<file path="config.mk">
export PLATFORM = sky130hd
export DESIGN_NAME = inst_rom_fetch
export DESIGN_NICKNAME = d
export VERILOG_FILES = /design/src/rtl/inst_rom_fetch.sv
export SDC_FILE = /design/constraint.sdc
export NUM_CORES = 1
export LEC_CHECK = 0
export CAP_MARGIN = 20
export CORE_UTILIZATION = 43
export DETAILED_ROUTE_END_ITERATION = 10
export PLACE_DENSITY = 0.69
export RECOVER_POWER = 25
export SETUP_SLACK_MARGIN = 0.02
export SYNTH_ARGS = -nofsm -noshare
export SYNTH_HDL_FRONTEND = slang
export SYNTH_SLANG_ARGS = --single-unit
</file>
<file path="constraint.sdc">
create_clock -name clk -period 6.26 [get_ports clk]
set_input_delay 0.939 -clock clk [delete_from_list [all_inputs] [get_ports clk]]
set_output_delay 0.939 -clock clk [all_outputs]
set_load 0.02 [all_outputs]
</file>
<file path="src/rtl/inst_rom_fetch.sv">
// inst_rom_fetch
//   Registered instruction ROM for the front end. A fetch request returns
//   FETCH_WIDTH consecutive big-endian 32-bit words starting at the byte
//   address given, one cycle after acceptance, through a 2-entry response
//   buffer so backpressure from issue never drops a fetch.
//
// Parameters
//   DEPTH_BYTES  ROM size in bytes
//   FETCH_WIDTH  words per request (1..4)
//   INIT_FILE    image name; the ROM holds the built-in image where byte k
//                holds k[7:0]
//   NOP_WORD     word returned for out-of-range reads
//
// Ports
//   clk, rst        clock, asynchronous active-high reset
//   req_valid/ready request handshake, req_addr = byte address of word 0
//   flush           drop every buffered response; no request taken this cycle
//   rsp_valid/ready response handshake for the buffer head
//   rsp_data        word i in bits [32i+31:32i]
//   rsp_mask        bit i set when word i lies wholly inside the ROM
//   rsp_addr        request address of the head response
//   rsp_misaligned  head request address was not word aligned
//
// Handshake: a transfer happens on a rising edge where valid && ready are both
// high; valid never depends on ready, and req_ready depends only on the
// registered fill level and flush, never on rsp_ready.

module inst_rom_fetch #(
  parameter int          DEPTH_BYTES = 256,
  parameter int          FETCH_WIDTH = 2,
  parameter string       INIT_FILE   = "rom.mem",
  parameter logic [31:0] NOP_WORD    = 32'h0000_0000
) (
  input  logic                      clk,
  input  logic                      rst,
  input  logic                      req_valid,
  output logic                      req_ready,
  input  logic [31:0]               req_addr,
  input  logic                      flush,
  output logic                      rsp_valid,
  input  logic                      rsp_ready,
  output logic [32*FETCH_WIDTH-1:0] rsp_data,
  output logic [FETCH_WIDTH-1:0]    rsp_mask,
  output logic [31:0]               rsp_addr,
  output logic                      rsp_misaligned
);

  localparam int AW = (DEPTH_BYTES > 1) ? $clog2(DEPTH_BYTES) : 1;
  localparam int DW = 32 * FETCH_WIDTH;

  // ---------------------------------------------------------------------------
  // ROM image
  // ---------------------------------------------------------------------------
  logic [7:0] rom [DEPTH_BYTES];

  generate
    for (genvar k = 0; k < DEPTH_BYTES; k++) begin : g_byte
      assign rom[k] = 8'(k);
    end
  endgenerate

  // Returns {in_range, word} for word i of a fetch at base. The address sum is
  // 33 bits wide so requests near 2^32 never wrap back into the ROM, and a
  // word that straddles the end of the ROM counts as wholly out of range.
  function automatic logic [32:0] fetch_word(input logic [31:0] base,
                                             input int unsigned i);
    logic [32:0]   a;
    logic [AW-1:0] idx;
    logic [31:0]   w;
    a = {1'b0, base} + 33'(4 * i);
    if ((a + 33'd3) < 33'(DEPTH_BYTES)) begin
      idx = a[AW-1:0];
      w   = {rom[idx], rom[idx + AW'(1)], rom[idx + AW'(2)], rom[idx + AW'(3)]};
      return {1'b1, w};
    end
    return {1'b0, NOP_WORD};
  endfunction

  logic [DW-1:0]          rd_data;
  logic [FETCH_WIDTH-1:0] rd_mask;

  always_comb begin
    rd_data = '0;
    rd_mask = '0;
    for (int i = 0; i < FETCH_WIDTH; i++) begin
      {rd_mask[i], rd_data[32*i +: 32]} = fetch_word(req_addr, i);
    end
  end

  // ---------------------------------------------------------------------------
  // 2-entry response buffer
  // ---------------------------------------------------------------------------
  logic [DW-1:0]          slot_data [2];
  logic [FETCH_WIDTH-1:0] slot_mask [2];
  logic [31:0]            slot_addr [2];
  logic                   slot_mis  [2];
  logic                   wr_ptr;
  logic                   rd_ptr;
  logic [1:0]             count;
  logic                   push;
  logic                   pop;

  assign req_ready = !flush && (count != 2'd2);
  assign rsp_valid = (count != 2'd0);
  assign push      = req_valid && req_ready;
  // A flush wins over a simultaneous pop; the pointers restart anyway.
  assign pop       = rsp_valid && rsp_ready && !flush;

  always_ff @(posedge clk or posedge rst) begin
    if (rst) begin
      count  <= 2'd0;
      wr_ptr <= 1'b0;
      rd_ptr <= 1'b0;
      for (int k = 0; k < 2; k++) begin
        slot_data[k] <= '0;
        slot_mask[k] <= '0;
        slot_addr[k] <= '0;
        slot_mis[k]  <= 1'b0;
      end
    end else if (flush) begin
      // Slots keep their contents; only the fill level and pointers restart.
      count  <= 2'd0;
      wr_ptr <= 1'b0;
      rd_ptr <= 1'b0;
    end else begin
      if (push) begin
        slot_data[wr_ptr] <= rd_data;
        slot_mask[wr_ptr] <= rd_mask;
        slot_addr[wr_ptr] <= req_addr;
        slot_mis[wr_ptr]  <= (req_addr[1:0] != 2'b00);
        wr_ptr            <= ~wr_ptr;
      end
      if (pop) begin
        rd_ptr <= ~rd_ptr;
      end
      case ({push, pop})
        2'b10:   count <= count + 2'd1;
        2'b01:   count <= count - 2'd1;
        default: count <= count;
      endcase
    end
  end

  // Head slot is always presented, valid or not, so the outputs stay defined.
  assign rsp_data       = slot_data[rd_ptr];
  assign rsp_mask       = slot_mask[rd_ptr];
  assign rsp_addr       = slot_addr[rd_ptr];
  assign rsp_misaligned = slot_mis[rd_ptr];

endmodule

</file>
==> summary.md <==
| Metric | Value |
|---|---|
| Slew Limit Fails | `166` |
| Largest net degree at the start of global routing | `95` |
| Die area | `27,110 µm²` |
| Crit path kind | `reg -> out` |
| Sequential Power Share | `45.4%` |
| Ports | `138` |
| Initial DRC Count | `922` |
| Multiplexer area fraction after synthesis | `9.679%` |
| CP Launch Type | `flip-flop` |
| VDD IR max | `0.1325 mV` |
| Synthesized flop and latch total | `194` |
| Wire per inst | `19.00 µm` |
| Cts repair resizes | `0` |
| CTS tree | `yes` |
| Critical Path RT | `5.32 ns` |
| GPL Wtd Cong | `0.8962` |
| Adder-cell share of the synthesized area | `1.078%` |
| H-tree depth | `4` |
| Internal power | `2161 µW` |
| Uppermost routed layer | `met4` |
| GRT Residual Overflow | `0` |
| CP arrival | `4.69 ns` |
| Met1 Wirelength | `14.64 mm` |
| Setup Total Neg Slack | `0 ns` |
| Antenna violations before repair | `0` |
| Post-Synth Simple-Gate Area | `20.64%` |
| Reg2reg path depth | `2` |
| Syn Inst Count | `1,257` |
| Commonest non-fill, non-tap cell in the layout | `nand2_1` |
| Dpl ws | `0.5802 ns` |
| Synthesis-to-finish area growth | `18.43%` |
| Worst flop-to-flop path startpoint | `rd_ptr` |
| Sequential share of the synthesized area | `42.67%` |
| Most common flop cell mapped by yosys | `dfrtp_1` |
| Synth top area share | `42.67%` |
| Setup-failing EPs final | `0` |
| Synth Area per Inst | `9.050 µm²` |
| Final hold vios | `0` |
| Asr flop ratio synth | `100.0%` |
| Setup crit end kind | `output port` |
| DRT Pass-1 Iters | `5` |
| Min Clock Period, post-route | `5.631 ns` |
| WL met3 | `1.421 mm` |
| Post-CTS Setup Bufs | `0` |
| Worst reg2reg endpoint | `rd_ptr` |
| RSZ-0062 raised after global routing | `false` |
| Fin nets | `1,371` |
| Hold wc startpoint | `slot_addr[46]` |
| Total clock sinks | `194` |
| DR vias/cell | `5.769` |
| Clk slew on worst S/H paths | `0.08 ns` |
| Hold path endpoint | `slot_addr[46]` |
| Clock share of power | `34.4%` |
| PortBufs | `137` |
| Met2 wire length | `15.15 mm` |
| Sw Share | `31.64%` |
| CTS Buffer Depth | `2` |
| Die Y | `164.7 µm` |
| Max-slew headroom | `-176.0%` |
| Fmax | `177.6 MHz` |
| Number of global-route vias before repair | `9,220` |
| Final WS setup | `0.6288 ns` |
| Overall routing resource usage | `23.71%` |
| Total Wirelength | `31.77 mm` |
| Share of cells above drive strength 1 | `14.06%` |
| Status | `complete, but fails checks` |
| Post-synth EDFFs | `0` |
| FP Rows | `59` |
| Clk Latency, worst-skew pair | `0.43 ns` |
| Synth Cell Area | `11,380 µm²` |
| Reg2reg setup slack | `3.28 ns` |
| Core ar. | `25,980 µm²` |
| Most frequent cells in the layout | `nand2_1, dfrtp_1, clkdlybuf4s50_1` |
| Count of hold-fix buffers inserted at cts | `0` |
| Layout Skew | `0.009282 ns` |
| Post-Syn Nets | `1,303` |
| Violated checks | `max-capacitance violations, max-slew violations` |
| Post-route ant nets | `0` |
| Final period utilization | `89.96%` |
| Area leader, netlist | `dfrtp_1` |
| N_diodes | `0` |
| Synth unique cells | `62` |
| Net load switching power | `1000 µW` |
| Pwr Density | `234.6 nW/µm²` |
| Worst-path maximum fanout | `70` |
| Hold path depth | `2` |
| Logic pwr share | `20.2%` |
| Worst-Margin Slew | `4.117 ns` |
| Buffer type at the clock tree root | `clkbuf_16` |
| Starting Density | `43.78%` |
| Via count | `9,646` |
| Synth Area in Compound Gates | `15.92%` |
| DP HPWL | `21.14 mm` |
| Largest family of logic cells by synthesized area | `simple AND/OR/NAND/NOR gates` |
| Die width | `164.7 µm` |
| Num CTS Buffers | `17` |
| Xor and xnor area share after synthesis | `5.004%` |
| First-pass GRT wire length | `50.11 mm` |
| Drt drc | `0` |
| Min-Delay Path Class | `reg -> reg` |
| Pleak | `0.005671 µW` |
| Synth area leaders | `dfrtp_1, nand2_1, mux2_2` |
| YS warnings | `0` |
| Max Cap Viol | `2` |
==> kinds of logic after synthesis <==
logic type               count (synthesis)
multiplexers                            98
adder cells (fa/ha/maj)                 10
flip-flops                             194
buffers and inverters                  134
AO/OA/AOI/OAI                          232
AND/OR/NAND/NOR                        524
XOR/XNOR                                65
==> power by group through the flow <==
stage	Combinational [µW]	Clock [µW]	Sequential [µW]
6_report	639	1090	1430
4_1_cts	643	1110	1430
2_1_floorplan	426	0	1420
3_3_place_gp	633	0	1450
3_5_place_dp	640	0	1460
5_1_grt	699	1170	1450
==> final cells by class <==
cell class                      instances  area [µm²]
Inverter                               20       76.32
Clock inverter                         14       157.7
Multi-Input combinational cell        929        5976
Fill cell                            2387       12510
Clock buffer                           17       425.4
Timing Repair Buffer                  163        1564
Tap cell                              335       419.2
Sequential cell                       194        4855
==> worst max-delay path: stages (launching register included) <==
cell	delay, ns
dfrtp_1	2.57
buf_4	0.68
mux2_2	0.43
clkdlybuf4s50_1	0.56
==> per-stage QoR <==
step | hold WS [ns] | util [%] | power (µW) | cell area [µm²] | std cells
6_report | 0.4739 | 51.85 | 3161 | 13470 | 1672
5_1_grt | 0.4921 | 51.85 | 3312 | 13470 | 1672
2_1_floorplan | 0.4393 | - | 1849 | 11380 | 1257
4_1_cts | 0.4761 | 51.90 | 3187 | 13490 | 1672
3_3_place_gp | 0.4530 | 49.65 | 2085 | 12900 | 1641
3_5_place_dp | 0.4576 | 49.65 | 2096 | 12900 | 1641
==> Yosys cell counts (14+ instances only) <==
| cell type | n |
|---|---|
| nand3_1 | 28 |
| nand2_1 | 345 |
| xor2_1 | 18 |
| dfrtp_1 | 194 |
| nor2_1 | 35 |
| buf_2 | 14 |
| clkbuf_1 | 79 |
| o41ai_2 | 20 |
| nand4_1 | 26 |
| o21ai_0 | 38 |
| mux2_2 | 96 |
| inv_1 | 18 |
| nor3_1 | 19 |
| xnor2_1 | 47 |
| o31ai_1 | 109 |
==> routing by layer <==
| layer | up-vias | GRT usage [%] |
|---|---|---|
| met2 | 309 | 38.62 |
| met3 | 39 | 3.867 |
| met5 | - | 0 |
| li1 | 4574 | - |
| met1 | 4724 | 32.50 |
| met4 | 0 | 6.589 |
==> worst max-delay path by stage <==
stage | slack [ns] | cells after the start | endpoint | startpoint
floorplan | 0.04 | 1 | count[0] | rst
global placement | 0.74 | 12 | slot_data[125] | req_addr[3]
CTS | 1.02 | 12 | slot_data[126] | req_addr[3]
detailed placement | 0.58 | 12 | slot_data[126] | req_addr[3]
global route | 0.37 | 3 | rsp_data[57] | rd_ptr
finish | 0.63 | 3 | rsp_data[57] | rd_ptr
==> flip-flops by register name, indices dropped and copies added (netlist names) <==
signal,cells
count,2
rd_ptr,1
slot_addr,64
slot_data,120
slot_mask,4
slot_mis,2
wr_ptr,1
Power figures use the tool's default switching activity.
